[src/rtl/pc_phase_seq.sv]
// pc_phase_seq: dual-rail four-phase program-counter sequencer (NF/DF/NO/DO).
// Optional halt input guarded by macro PC_HALT_EN; it gates only the NF->DF step.
module pc_phase_seq (
    input  logic       clk,
    input  logic       rst,
    input  logic       ack,
    input  logic       jmp,
    input  logic [3:0] tgt,
`ifdef PC_HALT_EN
    input  logic       halt,
`endif
    output logic       PH0_t,
    output logic       PH0_f,
    output logic       PC3_t,
    output logic       PC3_f,
    output logic       PC2_t,
    output logic       PC2_f,
    output logic       PC1_t,
    output logic       PC1_f,
    output logic       PC0_t,
    output logic       PC0_f
);
    // bit 0 set marks the DATA states, so the rail decode is a single bit test
    typedef enum logic [1:0] {NF = 2'b00, DF = 2'b01, NO = 2'b10, DO = 2'b11} state_t;

    state_t     state_q, state_d;
    logic [3:0] pc_q, pc_d;
    logic [1:0] ph_q, ph_d;
    logic [3:0] pt_q, pt_d, pf_q, pf_d;
    logic       fetch_ok;

`ifdef PC_HALT_EN
    assign fetch_ok = ~halt;
`else
    assign fetch_ok = 1'b1;
`endif

    always_comb begin
        state_d = state_q;
        pc_d    = pc_q;
        case (state_q)
            NF: state_d = (!ack && fetch_ok) ? DF : NF;
            DF: state_d = ack ? NO : DF;
            NO: state_d = !ack ? DO : NO;
            DO: begin
                state_d = ack ? NF : DO;
                pc_d    = ack ? (jmp ? tgt : pc_q + 4'd1) : pc_q;
            end
        endcase
        // rails are decoded from next state so the output flops carry them directly
        ph_d = (state_d == DF) ? 2'b10 : (state_d == DO) ? 2'b01 : 2'b00;
        pt_d = state_d[0] ? pc_d : 4'h0;
        pf_d = state_d[0] ? ~pc_d : 4'h0;
    end

    always_ff @(posedge clk or posedge rst) begin
        if (rst) begin
            state_q <= NF;
            pc_q    <= 4'h0;
            ph_q    <= 2'b00;
            pt_q    <= 4'h0;
            pf_q    <= 4'h0;
        end else begin
            state_q <= state_d;
            pc_q    <= pc_d;
            ph_q    <= ph_d;
            pt_q    <= pt_d;
            pf_q    <= pf_d;
        end
    end

    assign {PH0_t, PH0_f}               = ph_q;
    assign {PC3_t, PC2_t, PC1_t, PC0_t} = pt_q;
    assign {PC3_f, PC2_f, PC1_f, PC0_f} = pf_q;
endmodule
[config.mk]
export PLATFORM = sky130hd
export DESIGN_NAME = pc_phase_seq
export DESIGN_NICKNAME = d
export VERILOG_FILES = /design/src/rtl/pc_phase_seq.sv
export SDC_FILE = /design/constraint.sdc
export NUM_CORES = 1
export LEC_CHECK = 0
export CORE_MARGIN = 2
export CORE_UTILIZATION = 43
export DETAILED_ROUTE_END_ITERATION = 16
export PLACE_DENSITY = 0.74
export REMOVE_ABC_BUFFERS = 1
export SYNTH_ARGS = -nofsm -noshare
export SYNTH_HDL_FRONTEND = slang
export SYNTH_SLANG_ARGS = --single-unit
[constraint.sdc]
create_clock -name clk -period 1.4 [get_ports clk]
set_input_delay 0.14 -clock clk [delete_from_list [all_inputs] [get_ports clk]]
set_output_delay 0.14 -clock clk [all_outputs]
set_load 0.01 [all_outputs]
# Yosys cells after proc, flatten, opt, wreduce, memory -nomap -nowiden
# Cells that the tools add are included.
[totals] reg_bits=16 input_bits=8 output_inout_bits=10 word_cells=25
[op_classes] add_sub_neg=1 eq_ne=5 n_mux=12 bitwise_logic=1 n_reduce_logical=1
[ops] operator="4-bit 2-to-1 mux" n=5
[ops] operator="2-bit case mux with 4 select lines" n=1
[ops] operator="2-bit == test (second input constant)" n=3
[ops] operator="2-bit 2-to-1 mux" n=3
[ops] operator="4-bit by 1-bit adder with 4-bit output (second input constant)" n=1
[ops] operator="2-bit by 1-bit == test with 1-bit output (second input constant)" n=2
[ops] operator="4-bit inverter" n=1
[ops] operator="1-bit 2-to-1 mux" n=3
[ops] operator="2-bit logical NOT" n=1

# Longest topological paths before layout
[logic_depth] depth_word=6 ltp_mapped=4 mapped_depth_nobuf=4

# Worst setup path before layout
# Ideal clock, no wire load.
[synth_path] kind="register -> register" from="reg state_q[1]" to="reg pc_q[3]" setup_time_ps=131 t_arrival_ps=1096 required_time_ps=1269 slack_ps=173 stages_incl_launch_ff=4 n_path_buf=0 period_less_slack_ps=1227 cell_sequence="dfrtp_1 nand3_2 a22o_1 or3_1"
[synth_via] elab_chain_len=2
[synth_lines] item="start, declared" line_no="26" source="state_t state_q, state_d;"
[synth_lines] item="start signal, assigned" line_no="64" source="state_q <= state_d;"
[synth_lines] item="2-bit == test" line_no="41" source="case (state_q)"
[synth_lines] item="4-bit 2-to-1 mux" line_no="41"
[synth_lines] item="named net pc_d[3]" line_no="27" source="logic [3:0] pc_q, pc_d;"
[synth_lines] item="end signal, assigned" line_no="65" source="pc_q <= pc_d;"
[synth_lines] item="end, declared" line_no="27"
# The timed path passes the listed nets, and every way through them passes these cells.

# Worst setup path after layout
[layout_path] from="reg pt_q[1]" to="out PC1_t"
[layout_lines] item="start, declared" line_no="29" source="logic [3:0] pt_q, pt_d, pf_q, pf_d;"
[layout_lines] item="start signal, assigned" line_no="67" source="pt_q <= pt_d;"
[layout_lines] item="end, declared" line_no="18" source="output logic PC1_t,"
# No word-level cell between the ends.

==> results <==
## area by class of cell
class	instances	area (sq um)	share of cell area, %
multi-input combinational	33	190.2	22.29
tap	15	18.77	2.199
clock buffer	4	36.28	4.252
inverter	2	7.507	0.8798
timing repair buffer	21	200.2	23.46
sequential	16	400.4	46.92
## stage by stage
step           cells   power, W  utilization (%)
6_report          91   0.001408            64.77
5_1_grt           91   0.001506            64.77
4_1_cts           91   0.001420            64.77
3_5_place_dp      87   0.001119            62.01
3_3_place_gp      87   0.001103            62.01
2_1_floorplan     51  0.0008881                -
## path summary, 6_finish.rpt
path	start	to	slack, ps	cells past startpoint
worst max-delay path	pt_q[1]$_DFF_PP0_	PC1_t	110	1
worst min-delay path	rst	ph_q[0]$_DFF_PP0_	170	3
worst max register to register	flip-flop	pc_q[3]$_DFF_PP0_	160	3
worst min register to register	pc_q[3]$_DFF_PP0_	pf_q[3]$_DFF_PP0_	510	1
max in group asynchronous	rst	asynchronous set/reset pin	1050	3
min in group clk	tgt[0]	flip-flop	480	3
## logic make-up after synthesis
logic type | count (synthesis) | share of synthesized area, %
AND/OR/NAND/NOR | 23 | 19.79
flip-flops | 16 | 65.98
AO/OA/AOI/OAI | 7 | 6.392
buffers and inverters | 4 | 2.679
XOR/XNOR | 1 | 1.444
multiplexers | 1 | 1.650
adder cells (fa/ha/maj) | 1 | 2.062
## cell usage after synthesis, drive strengths merged
| cell | n | area [sq um] |
|---|---|---|
| a21oi | 2 | 10.01 |
| a22o | 1 | 8.760 |
| buf | 1 | 5.000 |
| clkbuf | 1 | 3.750 |
| dfrtp | 16 | 400.4 |
| ha | 1 | 12.51 |
| inv | 2 | 7.510 |
| mux2i | 1 | 10.01 |
| nand2 | 4 | 15.01 |
| nand3 | 2 | 15.01 |
| nor2 | 8 | 30.03 |
| nor2b | 6 | 40.04 |
| nor3b | 1 | 7.510 |
| nor4 | 1 | 6.260 |
| o21ai | 4 | 20.02 |
| or3 | 1 | 6.260 |
| xnor2 | 1 | 8.760 |
## where the power goes
group / switching, W / internal [W]
registers: 0.000111 / 0.000596
logic: 0.000153 / 0.000247
clock network: 0.000143 / 0.000158
## registers in the layout (all words and copies together), names as in the netlist, named ones only
signal and flops:
ph_q 2, pc_q 3, pf_q 4, pt_q 4, state_q 2
## metal layers
layer | vias up | part of all wire [%]
met2 | 13 | 51
li1 | 217 | -
met1 | 204 | 45
met4 | 0 | 0
met3 | 0 | 3.8
met5 | - | 0
==> flow_summary.yaml <==
timing:
  tightestPinTransition_ps: 191.9
  report.final.slew_viol_count: 0
  fin_crit_sh_pct: 92.20
  finalSetupViolations: 0
  period_minus_slack_ps: 1291
  hold_viol_final: 0
  rsz0062_at_grt: "no"
  fin_tns_setup_ps: 0
  skew_ps: 2.151
  fmax_ghz: 0.7747
  setup_slack_ps: 109.2
  relSlewSlack_pct: 87.09
  whs_ps: 171.1
cts:
  numCtsBuffers: 3
  clock-root-buffer: "clkbuf_4"
  hold_buffers: 0
  cts_tree: "yes"
  htree_num_levels: 1
  cts-resized-gates: 0
  clk_pin_slew_ps: 90
  insertion_delay_ps: 280
  cts.path.max_buffers: 2
  cts_sinks: 16
  cts_setup_buffers: 0
final_layout:
  drive_gt1_share_pct: 13.16
  final_cell_area_sq_um: 853.3
  num_antenna_cells: 0
  nets: 86
  fillers: 111
  area_growth_pct: 40.62
  layout_commonest_cell: "clkdlybuf4s50_1"
  mostFrequentLayoutCells: "17 x clkdlybuf4s50_1, 16 x dfrtp_1, 8 x nor2_1"
placed_design:
  gp_congestion: 0.7128
  numPortBuffers: 17
  dpl.hpwl_microns: 740.7
  dp_slack_ps: -71.49
  dpl-instance-area_sq_um: 817.0
critical_path:
  cp_max_fo: 1
  critPathSlowestCell: "clkdlybuf4s50_1"
  crit_family: "buffers and inverters"
  critical_path_class: "reg2out"
  path_cells: "clkdlybuf4s50_1"
  cp-start-kind: "flip-flop"
  cpPeakStageDelay_ps: 530
  endpoint_kind: "output pin"
  cp_num_buf_inv: 1
  required_ps: 1260
  cp.arrival_ps: 1150
synthesis:
  yosysSeqAreaShare_pct: 65.98
  synth_area_per_cell_sq_um: 11.45
  synthCells: 53
  yosysUniqueCellTypes: 19
  yosys_warnings: 0
  synth_seq_cells: 16
  netlist_area_sq_um: 606.8
die:
  die_area_sq_mm: 0.001728
  rows: 13
  die_h_microns: 41.57
  core_area_sq_mm: 0.001318
  die_w_microns: 41.57
  ios: 18
  initial_core_util_pct: 46.06
route:
  via_count: 434
  wl_microns: 1008
  vias_per_cell: 4.769
  ant_nets: 0
  drc_errors: 0
  wl_per_cell_microns: 11.08
  detail_route.first_pass.iterations: 2
  drt_iter0_drc: 1
flow_run:
  cap_violations: 0
global_route:
  grt_usage_pct: 13.33
  grt.busiest_layer: "met2"
  grt_use_met3_pct: 2.609
  grt_max_degree: 17
  antenna_found_initial: 0
  met1_usage_pct: 15.94
  grt_pass1_vias: 390
  met2_usage_pct: 21.25
  grt_pass1_wl_microns: 1704
  overflow: 0
power_and_ir_drop:
  vdd_drop_max_mv: 0.7298
  cellLeakagePower_nw: 0.3852
  powerDensity_mw_per_mm2: 1650
worst_hold_path:
  hp-class: "in2async"
outcome:
  outcome: "finished, final reports clean"
(Power assumes the default switching activity.)
